`src/rtl/adc_sample_fifo.sv`:
```
`default_nettype none
// ============================================================================
//  Module      : adc_sample_fifo
//  Description : Captures finished ADC words on the rising edge of their done
//                strobe, converts them to signed left-aligned samples and
//                buffers them for the equalizer over a valid/ready handshake.
//  Revision    : 1.0 - initial release
// ============================================================================
module adc_sample_fifo #(
    parameter int IN_W     = 12,
    parameter int OUT_W    = 16,
    parameter int DEPTH    = 8,
    parameter int AW       = 3,
    parameter int OFFS_BIN = 1
) (
    input  logic             clk,
    input  logic             rst,
    input  logic             in_done,
    input  logic [IN_W-1:0]  in_data,
    output logic             out_valid,
    input  logic             out_ready,
    output logic [OUT_W-1:0] out_data,
    output logic [AW:0]      count,
    output logic             full,
    output logic             overflow,
    input  logic             ovf_clr
);

    localparam logic [AW:0]   c_DEPTH   = (AW+1)'(DEPTH);
    localparam logic [AW:0]   c_CNT_ONE = (AW+1)'(1);
    localparam logic [AW-1:0] c_PTR_ONE = AW'(1);

    logic               r_done_d;
    logic [AW-1:0]      r_wr_ptr;
    logic [AW-1:0]      r_rd_ptr;
    logic [AW:0]        r_count;
    logic               r_overflow;
    logic [OUT_W-1:0]   r_mem [DEPTH];

    logic [IN_W-1:0]    w_signed;
    logic [OUT_W-1:0]   w_wdata;
    logic               w_push;
    logic               w_pop;
    logic               w_valid;
    logic               w_full;
    logic               w_wr;
    logic               w_drop;
    logic [AW:0]        w_count_nxt;

    generate
        if (OFFS_BIN != 0) begin : g_offs_bin
            assign w_signed = {~in_data[IN_W-1], in_data[IN_W-2:0]};
        end else begin : g_twos
            assign w_signed = in_data;
        end

        if (OUT_W > IN_W) begin : g_pad
            assign w_wdata = {w_signed, {(OUT_W-IN_W){1'b0}}};
        end else begin : g_nopad
            assign w_wdata = w_signed;
        end
    endgenerate

    assign w_push  = in_done & ~r_done_d;
    assign w_valid = (r_count != '0);
    assign w_full  = (r_count == c_DEPTH);
    assign w_pop   = w_valid & out_ready;
    // A full FIFO still accepts a push when the head leaves in the same cycle.
    assign w_wr    = w_push & (~w_full | w_pop);
    assign w_drop  = w_push & w_full & ~w_pop;

    always_comb begin
        w_count_nxt = r_count;
        if (w_wr && !w_pop) begin
            w_count_nxt = r_count + c_CNT_ONE;
        end else if (!w_wr && w_pop) begin
            w_count_nxt = r_count - c_CNT_ONE;
        end
    end

    always_ff @(posedge clk or negedge rst) begin
        if (!rst) begin
            r_done_d   <= 1'b0;
            r_wr_ptr   <= '0;
            r_rd_ptr   <= '0;
            r_count    <= '0;
            r_overflow <= 1'b0;
        end else begin
            r_done_d <= in_done;
            r_count  <= w_count_nxt;
            if (w_wr) begin
                r_wr_ptr <= r_wr_ptr + c_PTR_ONE;
            end
            if (w_pop) begin
                r_rd_ptr <= r_rd_ptr + c_PTR_ONE;
            end
            if (w_drop) begin
                r_overflow <= 1'b1;
            end else if (ovf_clr) begin
                r_overflow <= 1'b0;
            end
        end
    end

    always_ff @(posedge clk) begin
        if (w_wr) begin
            r_mem[r_wr_ptr] <= w_wdata;
        end
    end

    // Storage is never reset, so the head is masked while empty.
    assign out_data  = w_valid ? r_mem[r_rd_ptr] : '0;
    assign out_valid = w_valid;
    assign count     = r_count;
    assign full      = w_full;
    assign overflow  = r_overflow;

endmodule
`default_nettype wire

```
`config.mk`:
```
export PLATFORM = sky130hd
export DESIGN_NAME = adc_sample_fifo
export DESIGN_NICKNAME = d
export VERILOG_FILES = /design/src/rtl/adc_sample_fifo.sv
export SDC_FILE = /design/constraint.sdc
export NUM_CORES = 1
export LEC_CHECK = 0
export ABC_AREA = 1
export ABC_CLOCK_PERIOD_IN_PS = 4700
export BUFFER_PORTS_ARGS = -buffer_cell sky130_fd_sc_hd__buf_4
export CAP_MARGIN = 15
export CORE_ASPECT_RATIO = 1.1
export CORE_UTILIZATION = 25
export CTS_CLUSTER_DIAMETER = 200
export DETAILED_ROUTE_END_ITERATION = 10
export PLACE_DENSITY = 0.51
export REMOVE_ABC_BUFFERS = 1
export SYNTH_ARGS = -nofsm -noshare
export SYNTH_HDL_FRONTEND = slang
export SYNTH_SLANG_ARGS = --single-unit
```
`constraint.sdc`:
```
create_clock -name clk -period 4.7 [get_ports clk]
set_clock_uncertainty 0.1 [all_clocks]
set_input_delay 0.94 -clock clk [delete_from_list [all_inputs] [get_ports clk]]
set_output_delay 0.94 -clock clk [all_outputs]
set_load 0.05 [all_outputs]
```
; ---- Word-level counts from Yosys, hierarchy flattened
; Memory sizes are Yosys's and may differ from the RTL's.
; Index checks and enable logic that the tools add are counted.
[classes]
bitwise_logic = 10
n_eq_ne = 1
n_reduce_logical = 7
n_mux = 7
n_addsub = 4
[ops]
columns = op, n
row1 = 16-bit 2-to-1 mux, 1
row2 = 4-bit 2-to-1 mux, 2
row3 = "3-bit by 1-bit adder with 3-bit output, second input constant", 2
row4 = 1-bit AND, 5
row5 = "4-bit by 1-bit adder with 4-bit output, second input constant", 1
row6 = "4-bit equality test, second input constant", 1
row7 = 1-bit 2-to-1 mux, 4
row8 = 1-bit NOT, 4
row9 = 2-bit nonzero test, 2
row10 = 4-bit nonzero test, 1
row11 = "4-bit by 1-bit subtractor with 4-bit output, second input constant", 1
row12 = 1-bit logical AND, 2
row13 = 1-bit zero test, 2
row14 = 1-bit bitwise OR, 1
[totals]
regBits = 12
ramBits = 96
input_bits = 17
memories = 1
output_inout_bits = 23
elab_cells = 35
[mem_list]
columns = memory, depth, word_bits, rd, rd_clocked_by_memory_dff, write_ports, line_no
row1 = r_mem, 8, 12, 1, 0, 1, 38  ; logic [OUT_W-1:0] r_mem [DEPTH];

; ---- Depth between registers and ports, before layout
[logic_depth]
ltp_word = 8
ltp_mapped = 13
depth_no_buf = 13

; ---- Worst setup path before layout
; Ideal clock, no wire load.
[synth_path]
path_kind = reg2out
from = reg r_count[0] (netlist: count[0])
to = out out_data[10]
stages_incl_launch_ff = 6
path_slack_ns = 1.545
t_required_ns = 3.660
arrival_time_ns = 2.115
path_buffers = 1
cell_sequence = dfrtp_1 nor2_1 nand2_1 buf_2 nand2_1 nor2_1
[synth_between]
elab_chain_len = 2
[synth_lines]
columns = item, line_no
row1 = from (decl), 36  ; logic [AW:0] r_count;
row2 = from (signal assigned), 90  ; r_count <= w_count_nxt;
row3 = 4-bit nonzero test, 65  ; assign w_valid = (r_count != '0);
row4 = named net out_valid, 20  ; output logic out_valid,
row5 = 16-bit 2-to-1 mux, 112  ; assign out_data = w_valid ? r_mem[r_rd_ptr] : '0;
row6 = to (decl), 22  ; output logic [OUT_W-1:0] out_data,
; The timed path passes the listed nets, and every way through them passes these cells.

; ---- Worst setup path after layout
[layout_path]
from = reg r_count[0] (netlist: count[0])
to = out out_data[15]
[layout_between]
elab_chain_len = 2
[layout_lines]
columns = item, line_no
row1 = 4-bit nonzero test, 65
row2 = 16-bit 2-to-1 mux, 112
; No other way between the ends.

==> impl_results.md <==
* CTS root buf: clkbuf_16
* Die height at 149.1 microns
* Final hold viol count at 0
* Status: completed
* Peak VDD IR at 345.8 uV
* Post-DR vias/cell at 4.108
* Final-report max-slew violation count at 0
* Layout cell share with drive strength beyond 1 at 0.1273
* Initial antenna violation count at 0
* CP peak stage delay at 0.59 ns
* # DRC at 0
* Antenna viol nets, final at 0
* Seq pwr share at 0.345
* Post-synth cell types at 20
* TNS Setup at 0 ns
* Switch share at 0.4506
* Worst-skew pair later-pin latency at 0.35 ns
* Ant diodes at 0
* Slowest CP cell: nand2_1
* Hold Path Class: input port to asynchronous set/reset pin
* Crit path max fanout at 15
* Worst EP required at 3.66 ns
* Cts hold-fix bufs at 0
* Final setup vio count at 0
* Synth Cell Area at 4921 sq um
* Fin worst setup slack at 1.541 ns
* # port buffers at 35
* Clock Tree Buf Depth at 2
* Ys async rst share at 0.1111
* Boundary Pins at 40
* CTS tree: yes
* DR pass1 iterations at 4
* Detailed Place HPWL at 6.167 mm
* Final worst path period need at 3.159 ns
* Core Footprint at 19,160 sq um
* DP Area at 5492 sq um
* Seq/Total Area, Yosys at 0.6468
* Remaining Overflow, GRT at 0
* Max-cap viol count at 0
* Combinational share of power at 0.456
* Pleak at 2.613 nW
* Levels on crit path at 5
* Cells after synthesis at 510
* Clk slew on worst S/H paths at 0.07 ns
* CP top delay family: simple AND/OR/NAND/NOR gates
* Clk pwr share at 0.199
* Critical path capture point type: output pin
* Starting Density at 0.2568
* First-pass GRT wire length at 16.82 mm
* #FFs+latches synth at 108
* Die ar. at 20,250 sq um
* Cell internal pwr at 1.991 mW
* Via count at 3,274
* Pwr dens at 627.5 nW/um^2
* Post-synth EDFFs at 96
* Synth warn at 0
* Worst slack, placed at 1.607 ns
* Net Sw Power at 1.633 mW
* CTS sink cnt at 108
* Post-CTS Resized at 0
* Register-to-Register Path Depth at 10
* Critical Path AT at 2.12 ns
* Crit path launch type: flip-flop
* Post-Route WL at 10.61 mm
* Final core occ at 0.3014
* H-tree depth at 3
* Nets at 568
* Setup Fix Bufs, Post-CTS at 0
* Total power at 3.624 mW
* Area grow syn2layout at 17.37%
* Num rows at 53
* CP Class: flip-flop to output pin
* Vias in the first global route at 3,115
* Pin count of the biggest net entering global routing at 50
* Initial drt markers at 246
* Final period utilization at 0.6722
* Wire length per cell at 13.31 microns
* RSZ-0062 raised after global routing: false
* Worst slew pin tran at 1.141 ns
* Top FF cell, synth: edfxtp_1
* Die Width at 135.8 microns
* Slew HR at 0.2391
* Mapped Avg Cell Area at 9.649 sq um
* Final Wtd Congestion at 0.7824
* Tot GR Track Use at 0.1135
* Post-Layout Inst Area at 5776 sq um
* CP Cell Sequence: nor2_1, nand2_1, nand2_1, nor2_1, buf_4
* FMAX at 316.5 MHz
* WP buf/inv at 1
* CTS Buf Count at 9
==> registers in the layout, summed over array words and instances (netlist names) <==
name      cells
r_wr_ptr      3
r_mem        96
r_done_d      1
overflow      1
count         4
r_rd_ptr      3
==> path summary, 6_finish.rpt <==
| check | startpoint | to | slack, ns |
|---|---|---|---|
| min in group clk | overflow | overflow | 0.43 |
| max reg2reg | count[0] | count[3] | 1.86 |
| min reg2reg | overflow | overflow | 0.43 |
| max in group asynchronous | rst | r_wr_ptr[1] | 4.02 |
| max | count[0] | out_data[15] | 1.54 |
| min | rst | r_wr_ptr[0] | 0.32 |
==> cells in the mapped netlist, drive strengths merged, types with 2 or more instances <==
cell type | count | area share
a21oi | 2 | 0.0020
buf | 19 | 0.022
clkbuf | 5 | 0.0038
dfrtp | 12 | 0.061
edfxtp | 96 | 0.59
ha | 5 | 0.013
inv | 111 | 0.085
nand2 | 145 | 0.11
nand3 | 65 | 0.066
nor2 | 29 | 0.022
nor3 | 8 | 0.0081
o21ai | 4 | 0.0041
xnor2 | 5 | 0.0089
==> cell type report <==
type | instances | area [sq um]
Fill cell | 1955 | 13390
Sequential cell | 108 | 3183
Multi-Input combinational cell | 270 | 1245
Inverter | 111 | 416.7
Timing Repair Buffer | 45 | 337.8
Tap cell | 247 | 309.0
Clock buffer | 9 | 225.2
Clock inverter | 7 | 58.81
==> worst register-to-register path, delay by kind of cell (launching register included) <==
kind	cells	cell delay, ns
adders and majority gates	2	0.58
DFF	1	0.47
buffers and inverters	1	0.09
AOI/OAI and AO/OA	1	0.19
and+or+nand+nor	6	1.29
==> metrics by stage <==
step	cells	hold WS, ns
after floorplan	489	0.4160
after global placement	781	0.4198
after detailed placement	781	0.4208
after CTS	797	0.3125
after global routing	797	0.3152
final	797	0.3191
==> per-layer routing <==
metal | share of wire | track usage
met1 | 0.43 | 0.1378
met2 | 0.50 | 0.1926
met3 | 0.055 | 0.02582
met4 | 0.019 | 0.04719
met5 | 0 | 0
==> cell families (layout without fill, tap and decap cells) <==
kind of cell,after synthesis,after routing,synth area share
buffers and inverters,135,172,0.1106
AND/OR/NAND/NOR,248,248,0.2082
AO/OA/AOI/OAI,6,6,0.006102
adder cells (fa/ha/maj),6,6,0.01678
XOR/XNOR,6,6,0.01068
flip-flops,108,108,0.6468
other,1,4,0.0007620
==> power groups by stage <==
| stage | combinational, mW | clock (mW) | sequential (mW) |
|---|---|---|---|
| detailed placement | 1.67 | 0 | 1.27 |
| floorplan | 1.03 | 0 | 1.36 |
| global route | 1.81 | 0.781 | 1.27 |
| global placement | 1.65 | 0 | 1.27 |
| CTS | 1.68 | 0.741 | 1.25 |
| finish | 1.65 | 0.721 | 1.25 |
==> cell usage in the layout (no fill, tap or decap) <==
| cell type | instances |
|---|---|
| inv_6 | 1 |
| nand3_1 | 65 |
| nand2_1 | 145 |
| xnor2_1 | 5 |
| dfrtp_1 | 12 |
| nor3_2 | 8 |
| fa_1 | 1 |
| ha_1 | 5 |
| inv_1 | 109 |
| clkbuf_16 | 9 |
| nand4_1 | 1 |
| a21oi_1 | 2 |
| inv_8 | 2 |
| conb_1 | 4 |
| clkinvlp_4 | 2 |
| clkinv_4 | 1 |
| clkinv_1 | 1 |
| o21ai_0 | 4 |
| inv_2 | 2 |
| nor2_1 | 29 |
| edfxtp_1 | 96 |
| xor2_1 | 1 |
| buf_4 | 45 |
(Power assumes the default switching activity.)
